--- config.mk ---
export PLATFORM = sky130hd
export DESIGN_NAME = ahb_lite_arbiter2_flat
export DESIGN_NICKNAME = d
export VERILOG_FILES = /design/src/rtl/ahb_lite_arbiter2_pkg.sv /design/src/rtl/ahb_lite_arbiter2_if.sv /design/src/rtl/ahb_lite_arbiter2_mux.sv /design/src/rtl/ahb_lite_arbiter2.sv /design/src/flat_wrapper.sv
export SDC_FILE = /design/constraint.sdc
export NUM_CORES = 1
export LEC_CHECK = 0
export BUFFER_PORTS_ARGS = -buffer_cell sky130_fd_sc_hd__clkbuf_2
export CORE_AREA = 2 2 133 135
export CTS_BUF_LIST = sky130_fd_sc_hd__clkbuf_4
export CTS_CLUSTER_SIZE = 20
export DETAILED_ROUTE_END_ITERATION = 8
export DIE_AREA = 0 0 135 137
export PLACE_DENSITY = 0.46
export SLEW_MARGIN = 20
export SYNTH_ARGS = -nofsm -noshare
export SYNTH_HDL_FRONTEND = slang
export SYNTH_SLANG_ARGS = --single-unit
--- constraint.sdc ---
create_clock -name HCLK -period 1.8 [get_ports HCLK]
set_clock_uncertainty 0.1 [all_clocks]
set_input_delay 0.27 -clock HCLK [delete_from_list [all_inputs] [get_ports HCLK]]
set_output_delay 0.27 -clock HCLK [all_outputs]
set_load 0.01 [all_outputs]
--- src/rtl/ahb_lite_arbiter2_pkg.sv ---
// Shared AHB-Lite encodings and master identifiers for the two-master arbiter.
package ahb_lite_arbiter2_pkg;

    typedef enum logic [1:0] {
        HTRANS_IDLE   = 2'b00,
        HTRANS_BUSY   = 2'b01,
        HTRANS_NONSEQ = 2'b10,
        HTRANS_SEQ    = 2'b11
    } htrans_e;

    typedef enum logic {
        HRESP_OKAY  = 1'b0,
        HRESP_ERROR = 1'b1
    } hresp_e;

    typedef enum logic {
        MST_0 = 1'b0,
        MST_1 = 1'b1
    } mst_e;

    function automatic logic [1:0] mst_onehot(input mst_e m);
        return (m == MST_1) ? 2'b10 : 2'b01;
    endfunction

endpackage

--- src/rtl/ahb_lite_arbiter2_if.sv ---
// One AHB-Lite link: initiator drives address/control/write data, target returns ready/resp/read data.
interface ahb_lite_arbiter2_if;
    logic [1:0]  HTRANS;
    logic [31:0] HADDR;
    logic        HWRITE;
    logic [2:0]  HSIZE;
    logic [2:0]  HBURST;
    logic [3:0]  HPROT;
    logic        HMASTLOCK;
    logic [31:0] HWDATA;
    logic        HREADY;
    logic        HRESP;
    logic [31:0] HRDATA;

    modport master (
        output HTRANS, HADDR, HWRITE, HSIZE, HBURST, HPROT, HMASTLOCK, HWDATA,
        input  HREADY, HRESP, HRDATA
    );

    modport slave (
        input  HTRANS, HADDR, HWRITE, HSIZE, HBURST, HPROT, HMASTLOCK, HWDATA,
        output HREADY, HRESP, HRDATA
    );
endinterface

--- src/rtl/ahb_lite_arbiter2_mux.sv ---
// Combinational steering: address phase follows the grant, data phase follows the owner.
module ahb_lite_arb2_mux
    import ahb_lite_arbiter2_pkg::*;
(
    input  mst_e                 i_gnt,
    input  mst_e                 i_own,
    input  logic                 i_own_vld,
    ahb_lite_arbiter2_if.slave   m0,
    ahb_lite_arbiter2_if.slave   m1,
    ahb_lite_arbiter2_if.master  s
);
    logic w_sel1;
    logic w_own1;

    assign w_sel1 = (i_gnt == MST_1);
    assign w_own1 = (i_own == MST_1);

    assign s.HTRANS    = w_sel1 ? m1.HTRANS    : m0.HTRANS;
    assign s.HADDR     = w_sel1 ? m1.HADDR     : m0.HADDR;
    assign s.HWRITE    = w_sel1 ? m1.HWRITE    : m0.HWRITE;
    assign s.HSIZE     = w_sel1 ? m1.HSIZE     : m0.HSIZE;
    assign s.HBURST    = w_sel1 ? m1.HBURST    : m0.HBURST;
    assign s.HPROT     = w_sel1 ? m1.HPROT     : m0.HPROT;
    assign s.HMASTLOCK = w_sel1 ? m1.HMASTLOCK : m0.HMASTLOCK;

    assign s.HWDATA    = w_own1 ? m1.HWDATA : m0.HWDATA;

    // Only the master that owns a live data phase may see an ERROR.
    assign m0.HRESP    = (i_own_vld && !w_own1) ? s.HRESP : HRESP_OKAY;
    assign m1.HRESP    = (i_own_vld &&  w_own1) ? s.HRESP : HRESP_OKAY;
    assign m0.HRDATA   = s.HRDATA;
    assign m1.HRDATA   = s.HRDATA;
endmodule

--- src/rtl/ahb_lite_arbiter2.sv ---
// Two-master AHB-Lite arbiter; grant moves only on an unlocked IDLE from the granted master.
module ahb_lite_arbiter2
    import ahb_lite_arbiter2_pkg::*;
#(
    parameter bit PARK_MASTER = 1'b0,
    parameter bit ROUND_ROBIN = 1'b1
)(
    input  logic                 HCLK,
    input  logic                 HRESETN,
    ahb_lite_arbiter2_if.slave   m0,
    ahb_lite_arbiter2_if.slave   m1,
    ahb_lite_arbiter2_if.master  s,
    output logic                 S_HSEL,
    output logic                 S_HREADYIN,
    output logic [1:0]           GRANT
);
    localparam mst_e PARK = mst_e'(PARK_MASTER);

    mst_e r_gnt;
    mst_e r_own;
    logic r_own_vld;

    logic w_req0;
    logic w_req1;
    logic w_gnt_req;
    logic w_rel;
    mst_e w_gnt_next;

    assign w_req0    = m0.HTRANS[1];
    assign w_req1    = m1.HTRANS[1];
    assign w_gnt_req = (r_gnt == MST_1) ? w_req1 : w_req0;

    // BUSY and SEQ keep the grant; only an unlocked IDLE is a release point.
    assign w_rel = (r_gnt == MST_1)
                 ? (m1.HTRANS == HTRANS_IDLE) && !m1.HMASTLOCK
                 : (m0.HTRANS == HTRANS_IDLE) && !m0.HMASTLOCK;

    always_comb begin
        w_gnt_next = r_gnt;
        if (ROUND_ROBIN) begin
            if (r_gnt == MST_0 && w_req1)
                w_gnt_next = MST_1;
            else if (r_gnt == MST_1 && w_req0)
                w_gnt_next = MST_0;
        end else begin
            if (w_req0)
                w_gnt_next = MST_0;
            else if (w_req1)
                w_gnt_next = MST_1;
        end
    end

    always_ff @(posedge HCLK or negedge HRESETN) begin
        if (!HRESETN) begin
            r_gnt     <= PARK;
            r_own     <= PARK;
            r_own_vld <= 1'b0;
        end else if (s.HREADY) begin
            r_own     <= r_gnt;
            r_own_vld <= w_gnt_req;
            if (w_rel)
                r_gnt <= w_gnt_next;
        end
    end

    // A non-granted requester is stalled so its address phase stays on its bus.
    assign m0.HREADY = (r_gnt == MST_0 || (r_own_vld && r_own == MST_0)) ? s.HREADY : ~w_req0;
    assign m1.HREADY = (r_gnt == MST_1 || (r_own_vld && r_own == MST_1)) ? s.HREADY : ~w_req1;

    assign S_HSEL     = 1'b1;
    assign S_HREADYIN = s.HREADY;
    assign GRANT      = mst_onehot(r_gnt);

    ahb_lite_arb2_mux u_mux (
        .i_gnt     (r_gnt),
        .i_own     (r_own),
        .i_own_vld (r_own_vld),
        .m0        (m0),
        .m1        (m1),
        .s         (s)
    );
endmodule

--- src/flat_wrapper.sv ---
// flat-port wrapper written by rule: the top's interface ports become plain ports
module ahb_lite_arbiter2_flat import ahb_lite_arbiter2_pkg::*;
#(
    parameter bit PARK_MASTER = 1'b0,
    parameter bit ROUND_ROBIN = 1'b1
)
  (HCLK, HRESETN, S_HSEL, S_HREADYIN, GRANT, m0_HTRANS, m0_HADDR, m0_HWRITE, m0_HSIZE, m0_HBURST, m0_HPROT, m0_HMASTLOCK, m0_HWDATA, m0_HREADY, m0_HRESP, m0_HRDATA, m1_HTRANS, m1_HADDR, m1_HWRITE, m1_HSIZE, m1_HBURST, m1_HPROT, m1_HMASTLOCK, m1_HWDATA, m1_HREADY, m1_HRESP, m1_HRDATA, s_HTRANS, s_HADDR, s_HWRITE, s_HSIZE, s_HBURST, s_HPROT, s_HMASTLOCK, s_HWDATA, s_HREADY, s_HRESP, s_HRDATA);
  ahb_lite_arbiter2_if m0_i ();
  ahb_lite_arbiter2_if m1_i ();
  ahb_lite_arbiter2_if s_i ();
  input  logic HCLK;
  input  logic HRESETN;
  output logic S_HSEL;
  output logic S_HREADYIN;
  output logic [1:0] GRANT;
  input wire logic [$bits(m0_i.HTRANS)-1:0] m0_HTRANS;
  input wire logic [$bits(m0_i.HADDR)-1:0] m0_HADDR;
  input wire logic [$bits(m0_i.HWRITE)-1:0] m0_HWRITE;
  input wire logic [$bits(m0_i.HSIZE)-1:0] m0_HSIZE;
  input wire logic [$bits(m0_i.HBURST)-1:0] m0_HBURST;
  input wire logic [$bits(m0_i.HPROT)-1:0] m0_HPROT;
  input wire logic [$bits(m0_i.HMASTLOCK)-1:0] m0_HMASTLOCK;
  input wire logic [$bits(m0_i.HWDATA)-1:0] m0_HWDATA;
  output wire logic [$bits(m0_i.HREADY)-1:0] m0_HREADY;
  output wire logic [$bits(m0_i.HRESP)-1:0] m0_HRESP;
  output wire logic [$bits(m0_i.HRDATA)-1:0] m0_HRDATA;
  input wire logic [$bits(m1_i.HTRANS)-1:0] m1_HTRANS;
  input wire logic [$bits(m1_i.HADDR)-1:0] m1_HADDR;
  input wire logic [$bits(m1_i.HWRITE)-1:0] m1_HWRITE;
  input wire logic [$bits(m1_i.HSIZE)-1:0] m1_HSIZE;
  input wire logic [$bits(m1_i.HBURST)-1:0] m1_HBURST;
  input wire logic [$bits(m1_i.HPROT)-1:0] m1_HPROT;
  input wire logic [$bits(m1_i.HMASTLOCK)-1:0] m1_HMASTLOCK;
  input wire logic [$bits(m1_i.HWDATA)-1:0] m1_HWDATA;
  output wire logic [$bits(m1_i.HREADY)-1:0] m1_HREADY;
  output wire logic [$bits(m1_i.HRESP)-1:0] m1_HRESP;
  output wire logic [$bits(m1_i.HRDATA)-1:0] m1_HRDATA;
  output wire logic [$bits(s_i.HTRANS)-1:0] s_HTRANS;
  output wire logic [$bits(s_i.HADDR)-1:0] s_HADDR;
  output wire logic [$bits(s_i.HWRITE)-1:0] s_HWRITE;
  output wire logic [$bits(s_i.HSIZE)-1:0] s_HSIZE;
  output wire logic [$bits(s_i.HBURST)-1:0] s_HBURST;
  output wire logic [$bits(s_i.HPROT)-1:0] s_HPROT;
  output wire logic [$bits(s_i.HMASTLOCK)-1:0] s_HMASTLOCK;
  output wire logic [$bits(s_i.HWDATA)-1:0] s_HWDATA;
  input wire logic [$bits(s_i.HREADY)-1:0] s_HREADY;
  input wire logic [$bits(s_i.HRESP)-1:0] s_HRESP;
  input wire logic [$bits(s_i.HRDATA)-1:0] s_HRDATA;
  assign m0_i.HTRANS = m0_HTRANS;
  assign m0_i.HADDR = m0_HADDR;
  assign m0_i.HWRITE = m0_HWRITE;
  assign m0_i.HSIZE = m0_HSIZE;
  assign m0_i.HBURST = m0_HBURST;
  assign m0_i.HPROT = m0_HPROT;
  assign m0_i.HMASTLOCK = m0_HMASTLOCK;
  assign m0_i.HWDATA = m0_HWDATA;
  assign m0_HREADY = m0_i.HREADY;
  assign m0_HRESP = m0_i.HRESP;
  assign m0_HRDATA = m0_i.HRDATA;
  assign m1_i.HTRANS = m1_HTRANS;
  assign m1_i.HADDR = m1_HADDR;
  assign m1_i.HWRITE = m1_HWRITE;
  assign m1_i.HSIZE = m1_HSIZE;
  assign m1_i.HBURST = m1_HBURST;
  assign m1_i.HPROT = m1_HPROT;
  assign m1_i.HMASTLOCK = m1_HMASTLOCK;
  assign m1_i.HWDATA = m1_HWDATA;
  assign m1_HREADY = m1_i.HREADY;
  assign m1_HRESP = m1_i.HRESP;
  assign m1_HRDATA = m1_i.HRDATA;
  assign s_HTRANS = s_i.HTRANS;
  assign s_HADDR = s_i.HADDR;
  assign s_HWRITE = s_i.HWRITE;
  assign s_HSIZE = s_i.HSIZE;
  assign s_HBURST = s_i.HBURST;
  assign s_HPROT = s_i.HPROT;
  assign s_HMASTLOCK = s_i.HMASTLOCK;
  assign s_HWDATA = s_i.HWDATA;
  assign s_i.HREADY = s_HREADY;
  assign s_i.HRESP = s_HRESP;
  assign s_i.HRDATA = s_HRDATA;
  ahb_lite_arbiter2 #(.PARK_MASTER(PARK_MASTER), .ROUND_ROBIN(ROUND_ROBIN)) u_core (.HCLK(HCLK), .HRESETN(HRESETN), .m0(m0_i), .m1(m1_i), .s(s_i), .S_HSEL(S_HSEL), .S_HREADYIN(S_HREADYIN), .GRANT(GRANT));
endmodule
==> metrics.txt <==
status completed; Leakage about 0.0015 uW; largest net degree at the start of global routing 35; DIE HEIGHT 137 um; # rows 48; GP Congestion 0.699; share of layout cells above drive strength 1 a little over nine tenths; initial antenna violation count 0; vias in the first global route approximately 1.8k; gr ovfl total 0; sequential fraction of the synthesis area ~4.6%; Startpoint Class flip-flop; RSZ-0062 raised after global routing true; Max FO, Critical Path 27; # diodes 0; Worst path top cell family by delay flip-flops; CTS tree built; CTS root buf clkbuf_4; FILL cells 1,972; Avg Vias per Cell around 3.3; arrival time worst endpoint between 1000 and 1500 ps; CP max-delay cell dfrtp_2; drt drc 0; worst-path cell chain buf_12, mux2_2, clkbuf_2; crit path kind flip-flop to primary output; #FFs+latches synth 3; post-placement cell count 573; Synth Cell Area 0.00162 mm2; Tmin final 1750 ps; Core Area ~0.017 mm2; Worst-Skew Late Latency 230 ps; Tcrit/Tclk final roughly 97%; min-delay worst type primary input to flip-flop; CP bufs+invs 2; I/O pin count 342; Finish-stage setup viols 0; H-tree Lvls 1; WHS 254 ps; Port Buf Inserts 244; Cells after Synth roughly 180; post-route ant nets 0; first-pass GRT wire length just under 10 mm; wire per inst 13.3 um; die width about 140 um; clock-pin slew on the worst setup and hold paths ~40 ps; pwr dens 315 mW/mm2; Max Cap Viol 0; Largest stage delay, worst path 440 ps; Yosys Warn Count 0; clock net sink count 3; WP data required around 1400 ps; type of destination of the critical path primary output; Worst VDD drop 0.114 mV; DIE AREA 0.0185 mm2; Starting Density 9.49%; Synth-to-Final Area Change 68.0%; FMAX 571 MHz; Syn Area/Cell 9.10 um2; syn nets 370; Final HPWL DP 6.88 mm; total number of vias 1,899; 1st-pass router iterations 2; final hold violation count 0; CTS buffer count 3; post-synth cell types 16; Iteration-0 DRC Markers 12; # nets final around 550; Clock Path Buffers 2; drt total wl 7.70 mm; Slew Viols, Final 0; fin cells 580; GR Util All Layers just under 7%
## tightest hold or removal path, stage by stage
cell	delay, ps
clkbuf_2	90
or4_1	120
a21oi_1	70
## worst paths after layout
check                                              from                      endpoint  slack, ps  cells after the start
min in group asynchronous                       HRESETN  u_core.r_own_vld$_DFFE_PN0P_        310                      2
max in group asynchronous                       HRESETN      u_core.r_gnt$_DFFE_PN0P_       1160                      2
setup reg to reg               u_core.r_gnt$_DFFE_PN0P_  u_core.r_own_vld$_DFFE_PN0P_        450                      4
setup / recovery               u_core.r_gnt$_DFFE_PN0P_                   s_HADDR[30]         50                      3
hold reg to reg            u_core.r_own_vld$_DFFE_PN0P_  u_core.r_own_vld$_DFFE_PN0P_        490                      2
hold / removal                             m0_HMASTLOCK      u_core.r_gnt$_DFFE_PN0P_        250                      3
## metal layers
| metal | vias to the layer above | global-route usage, % | share of wire (%) |
|---|---|---|---|
| met5 | - | 0 | 0 |
| met1 | 824 | 6.78 | 33 |
| met4 | 0 | 3.36 | 3.6 |
| met3 | 29 | 1.96 | 11 |
| met2 | 148 | 13.3 | 52 |
| li1 | 898 | - | - |
## sequential cells by signal, indices dropped and copies added (netlist names)
register	cells
u_core.r_gnt	1
u_core.r_own	1
u_core.r_own_vld	1
## cell usage in the layout (no fill, tap or decap), drive strengths merged
cell | synthesis | final
clkbuf | 1 | 249
dlygate4sd3 | 0 | 1
buf | 77 | 5
nor2 | 2 | 2
dfrtp | 3 | 3
nand4bb | 1 | 1
or4 | 1 | 1
nand2 | 2 | 2
inv | 3 | 3
mux2 | 79 | 79
a21oi | 4 | 4
o21ai | 2 | 2
and3 | 1 | 1
conb | 1 | 1
mux2i | 1 | 1
## cell families after synthesis
| group | synth area share [%] |
|---|---|
| and+or+nand+nor | 2.47 |
| AOI/OAI and AO/OA | 1.85 |
| muxes | 55.6 |
| buffers and inverters | 35.2 |
| other | 0.232 |
| DFF | 4.64 |
## synthesized netlist by cell type, drive strengths merged
cell type	instances	share of area [%]
nor2	2	0.46
clkbuf	1	0.23
a21oi	4	1.2
or4	1	0.46
nand2	2	0.46
conb	1	0.23
o21ai	2	0.62
and3	1	0.39
inv	3	0.70
mux2i	1	0.62
buf	77	34
mux2	79	55
dfrtp	3	4.6
nand4bb	1	0.70
## power by group
group | internal, uW | switching [uW]
Combinational | 368 | 272
Clock | 98.3 | 37.5
Sequential | 72.9 | 7.82
Total | 539 | 318
## per-stage QoR
| stage | TNS, ps | area [um2] | total power (uW) | setup WS, ps | utilization, % |
|---|---|---|---|---|---|
| after floorplan | 0 | 1620 | 512 | 340 | - |
| after global placement | 0 | 2630 | 715 | 251 | 15.4 |
| after detailed placement | 0 | 2630 | 715 | 263 | 15.4 |
| after CTS | 0 | 2680 | 862 | 17.1 | 15.7 |
| after global routing | -570 | 2720 | 931 | -42.6 | 15.9 |
| final | 0 | 2720 | 856 | 47.3 | 15.9 |
## layout make-up
class,instances,area [um2],share of cell area (%)
multi-input combinational,94,988,36.3
timing repair buffer,251,1330,48.9
inverter,3,11.3,0.414
sequential,3,77.6,2.85
tap,225,282,10.3
clock buffer,4,30.0,1.10
## repair_timing
| item | in CTS | in global routing |
|---|---|---|
| hold endpoints to repair | 3 | 0 |
| buffers inserted | 0 | 1 |
| gates cloned | 0 | 1 |
| gates resized for setup | 1 | 4 |
| hold buffers | 1 | 0 |
| endpoints found under the setup margin | 1 | 58 |
No activity file was read; power rests on OpenSTA's default activity.
